==> src/rtl/blk_mem_ram_pkg.sv <==
// Shared constants and word/address types for the simple dual-port block RAM.
package blk_mem_ram_pkg;

  localparam int DATA_W_DEF = 8;
  localparam int ADDR_W_DEF = 8;
  localparam int DEPTH_DEF  = 2 ** ADDR_W_DEF;

  typedef logic [DATA_W_DEF-1:0] word_t;
  typedef logic [ADDR_W_DEF-1:0] addr_t;

endpackage

==> src/rtl/blk_mem_ram_array.sv <==
// Raw storage: one write port, one registered read port, no reset, read-first.
module blk_mem_ram_array
  import blk_mem_ram_pkg::*;
#(
  parameter int DATA_W = DATA_W_DEF,
  parameter int ADDR_W = ADDR_W_DEF,
  parameter int DEPTH  = DEPTH_DEF
) (
  input  logic              clk,
  input  logic              we,
  input  logic [ADDR_W-1:0] waddr,
  input  logic [DATA_W-1:0] wdata,
  input  logic [ADDR_W-1:0] raddr,
  output logic [DATA_W-1:0] rdata
);

  // Power-up contents are all-zero via the declaration initialiser.
  logic [DATA_W-1:0] mem [DEPTH] = '{default: '0};
  logic [DATA_W-1:0] rdata_reg;

  always_ff @(posedge clk) begin
    if (we) begin
      mem[waddr] <= wdata;
    end
    rdata_reg <= mem[raddr];
  end

  assign rdata = rdata_reg;

endmodule

==> src/rtl/blk_mem_ram_ip.sv <==
// Simple dual-port RAM wrapper: reset masking of read data plus an optional
// second output stage enabled by BLK_MEM_OUTPUT_REG_EN.
module blk_mem_ram_ip
  import blk_mem_ram_pkg::*;
#(
  parameter int DATA_W = DATA_W_DEF,
  parameter int ADDR_W = ADDR_W_DEF,
  parameter int DEPTH  = DEPTH_DEF
) (
  input  logic              clka,
  input  logic              rst,
  input  logic              wea,
  input  logic [ADDR_W-1:0] addra,
  input  logic [DATA_W-1:0] dina,
  input  logic [ADDR_W-1:0] addrb,
  output logic [DATA_W-1:0] doutb
);

  logic              we_gated;
  logic [DATA_W-1:0] ram_q;
  logic              rd_valid_reg;
  logic [DATA_W-1:0] stage1;

  assign we_gated = wea & ~rst;

  blk_mem_ram_array #(
    .DATA_W(DATA_W),
    .ADDR_W(ADDR_W),
    .DEPTH (DEPTH)
  ) u_array (
    .clk  (clka),
    .we   (we_gated),
    .waddr(addra),
    .wdata(dina),
    .raddr(addrb),
    .rdata(ram_q)
  );

  // The array's read register has no reset, so its output is masked until
  // the first edge after reset release has performed a fresh read.
  always_ff @(posedge clka or posedge rst) begin
    if (rst) begin
      rd_valid_reg <= 1'b0;
    end else begin
      rd_valid_reg <= 1'b1;
    end
  end

  assign stage1 = rd_valid_reg ? ram_q : '0;

`ifdef BLK_MEM_OUTPUT_REG_EN
  logic [DATA_W-1:0] dout_reg;

  always_ff @(posedge clka or posedge rst) begin
    if (rst) begin
      dout_reg <= '0;
    end else begin
      dout_reg <= stage1;
    end
  end

  assign doutb = dout_reg;
`else
  assign doutb = stage1;
`endif

endmodule

==> config.mk <==
export PLATFORM = sky130hd
export DESIGN_NAME = blk_mem_ram_ip
export DESIGN_NICKNAME = d
export VERILOG_FILES = /design/src/rtl/blk_mem_ram_pkg.sv /design/src/rtl/blk_mem_ram_array.sv /design/src/rtl/blk_mem_ram_ip.sv
export SDC_FILE = /design/constraint.sdc
export NUM_CORES = 2
export LEC_CHECK = 0
export ABC_AREA = 1
export BUFFER_PORTS_ARGS = -buffer_cell sky130_fd_sc_hd__buf_2
export CAP_MARGIN = 20
export CORE_MARGIN = 2
export CORE_UTILIZATION = 60
export CTS_CLUSTER_DIAMETER = 120
export CTS_CLUSTER_SIZE = 12
export DETAILED_ROUTE_END_ITERATION = 16
export PLACE_DENSITY = 0.76
export SLEW_MARGIN = 20
export SYNTH_ARGS = -nofsm -noshare
export SYNTH_HDL_FRONTEND = slang
export SYNTH_HIERARCHICAL = 1
export SYNTH_SLANG_ARGS = --single-unit
==> constraint.sdc <==
create_clock -name clka -period 1.7 [get_ports clka]
set_clock_uncertainty 0.15 [all_clocks]
set_input_delay 0.255 -clock clka [delete_from_list [all_inputs] [get_ports clka]]
set_output_delay 0.255 -clock clka [all_outputs]
set_load 0.05 [all_outputs]
==> key figures <==
Run status
  – Outcome: finished, violations left
  – Violated checks: negative setup slack

Critical path
  – Register-to-Register Path Depth: 10
  – End of the worst register-to-register path: u_array/rdata[2]
  – Setup slack of the worst register-to-register path: -0.07 ns
  – Crit. Startpoint: rd_valid_reg
  – Startpoint class of the critical path: flip-flop
  – Critical setup path kind: flip-flop to output pin
  – Worst EP arrival: 1.76 ns
  – Critical-path maximum fanout: 6
  – Crit. End Element: output pin
  – Launching point of the worst reg2reg path: u_array/mem[163][2]
  – Crit path capture: doutb[3]
  – Data required time of the worst path: 1.29 ns

Finish
  – Number of nets in the finished design: 7562
  – Number of standard cells in the final layout excluding fillers: 9402
  – Area added between synthesis and finish: 19.9%
  – Post-route standard cell area excluding fillers: 0.100 mm²
  – Number of flip-flops in the largest register: 2048
  – Layout cell share with drive strength beyond 1: 19.8%

Synthesis
  – Most instantiated flip-flop cell in the synthesis netlist: sky130_fd_sc_hd__edfxtp_1
  – List of most frequent post-synthesis cells: sky130_fd_sc_hd__nand2_1 (2131), sky130_fd_sc_hd__edfxtp_1 (2048), sky130_fd_sc_hd__nand3_1 (2019)
  – Fraction of registers with async set/reset: 0.0486%
  – Average cell area after synthesis: 11.9 µm²
  – Sequential-to-total area share from yosys stat: 73.9%
  – Mapped Nets: 7052
  – Number of enable flip-flop cells after synthesis: 2048
  – Gate Count Post-Synth: 7025
  – Top cell type's share of synthesized area: 73.7%
  – Yosys synthesis warning count: 6
  – Summed instance area of the synthesized netlist: 0.0835 mm²
  – Largest cells by area after synthesis: sky130_fd_sc_hd__edfxtp_1 (74%), sky130_fd_sc_hd__nand3_1 (12%), sky130_fd_sc_hd__nand2_1 (9.6%)
  – Most frequent cell after synthesis: sky130_fd_sc_hd__nand2_1
  – Cell type with the highest aggregate area in the netlist: sky130_fd_sc_hd__edfxtp_1
  – Distinct cells, synth: 16
  – Flip-flop and latch count after synthesis: 2057

Route
  – Remaining antenna violation count after routing: 0
  – Drt pass-1 iters: 7
  – Post-detailed-route DRC marker count: 0
  – Number of DRC markers in iteration 0: 10163
  – Via-to-Cell Ratio: 6.40
  – Aggregate routed wire length: 243 mm
  – Average wire per standard cell: 25.8 µm
  – Via total after detailed routing: 60201

Timing
  – Fin worst setup slack: -0.462 ns
  – Fin. max-slew vios: 0
  – Final clock period utilization by the worst path: 127%
  – Setup violations, final: 14
  – Normalized max-slew margin: 52.8%
  – Transition time at the pin with the least slew margin: 0.708 ns
  – Time the worst path needs with I/O delays and setup: 2.16 ns
  – Fin. Hold Viols: 0
  – Highest attainable clock frequency: 463 MHz
  – RSZ-0062 raised after global routing: true

Placement
  – HPWL after detailed placement: 150 mm
  – Number of buffers added on ports: 34
  – Number of cells after detailed placement: 9126
  – Area after DPL: 0.0925 mm²
  – Global placement routability congestion: 0.944

Power and ir drop
  – Comb power frac: 8.1%
  – Cell Pwr Density: 1020 mW/mm²
  – Overall power after layout: 102 mW
  – Clock network power share: 37.3%
  – Switching share of power: 22.8%
  – Total net switching power: 23.3 mW
  – Cell internal pwr: 79.1 mW
  – VDD IR-drop max: 1.07 mV
  – LEAKAGE: 36.0 nW
  – Share of power burned in registers: 54.6%

Floorplan
  – Die outline width: 377 µm
  – Effective utilization at floorplan: 60.6%
  – Floorplan Core Area: 0.138 mm²
  – Io pins: 35
  – Height of the chip: 377 µm
  – Floorplan die area: 0.142 mm²
  – Standard-cell row count: 136

CTS
  – Clock tree from TritonCTS: done
  – CTS sink cnt: 2057
  – Clock tree root driver cell: sky130_fd_sc_hd__clkbuf_16
  – Skew-Pair Late Insertion Delay: 0.83 ns
  – Number of levels in the clock H-tree: 4
  – Buffers from clock root to sink, at most: 3
  – Clk slew on worst S/H paths: 0.06 ns
  – Clock buffer count from CTS: 189

Global routing
  – Via count of the first global-routing pass: 58407
  – Maximum number of pins on one net before global-route repair: 62
  – First-pass GRT wire length: 357 mm
  – Tot GR Track Use: 33.7%
  – Grt ovf: 0
  – Initial antenna violation count: 5

Min path
  – Class of the most critical hold timing path: input pin to flip-flop

Run
  – # Max-Cap Violations: 0
## cells by family after synthesis
kind of cell | count (synthesis) | share of synthesized area, %
AND/OR/NAND/NOR | 4434 | 23.0
other | 1 | 0.00449
buffers and inverters | 533 | 3.17
flip-flops | 2057 | 73.9
## timing repair
item,in CTS,in global routing
resized for setup,180,288
endpoints found under the setup margin,16,16
endpoints found under the hold margin,2038,0
setup buffers,2,0
pin swaps,20,86
hold buffers,12,0
## stage by stage
step / hold WS (ns) / TNS (ns) / util, % / worst slack, ns
after floorplan: -0.166 / -295.18 / - / -0.202
after global placement: 0.137 / -304.63 / 67.1 / -0.959
after detailed placement: 0.136 / -352.67 / 67.1 / -0.970
after CTS: 0.102 / -3.65 / 71.6 / -0.464
after global routing: 0.0467 / -4.14 / 72.7 / -0.491
final: 0.102 / -3.75 / 72.7 / -0.462
## power by group through the flow
| stage | sequential, mW | combinational [mW] | clock, mW |
|---|---|---|---|
| finish | 55.9 | 8.26 | 38.2 |
| floorplan | 56.9 | 3.52 | 0 |
| global route | 55.9 | 8.64 | 40.3 |
| global placement | 57.0 | 7.08 | 0 |
| detailed placement | 57.0 | 7.26 | 0 |
| CTS | 55.9 | 7.62 | 38.5 |
## how the worst min path moves through the flow
stage                         from                to  depth (start not counted)
final                     addrb[5]  u_array/rdata[5]                          7
after global routing      addrb[5]  u_array/rdata[5]                          7
after CTS                 addrb[5]  u_array/rdata[5]                          7
after detailed placement       rst      rd_valid_reg                          3
after global placement         rst      rd_valid_reg                          3
after floorplan                rst      rd_valid_reg                          1
## worst max-delay path, stage by stage, from the launching register on
cell and delay [ns]:
sky130_fd_sc_hd__dfrtp_4 0.50, sky130_fd_sc_hd__buf_12 0.18, sky130_fd_sc_hd__nand2_4 0.09, sky130_fd_sc_hd__inv_4 0.04
sky130_fd_sc_hd__buf_8 0.14
## area by class of cell
| class | count | area (µm²) |
|---|---|---|
| Antenna cell | 2 | 5.00 |
| Multi-Input combinational cell | 4435 | 21900 |
| Timing Repair Buffer | 803 | 8890 |
| Clock buffer | 249 | 5040 |
| Fill cell | 8261 | 37700 |
| Clock inverter | 13 | 204 |
| Inverter | 49 | 223 |
| Sequential cell | 2057 | 61700 |
| Tap cell | 1794 | 2240 |
## placed cells by master (no fill, tap or decap), drive strengths merged
master	n
dlygate4sd3	12
buf	791
clkbuf	249
dfxtp	8
conb	1
bufinv	1
edfxtp	2048
nor2	284
diode	2
nand2	2131
clkinv	7
nand3	2019
inv	54
dfrtp	1
## layer usage
layer	track usage (%)	vias up	part of all wire [%]
met5	0	-	0.028
met4	17.6	10	5.8
met3	8.17	871	13
met2	52.4	4630	46
met1	44.5	28817	35
li1	-	25873	-
No activity file was read; power rests on OpenSTA's default activity.
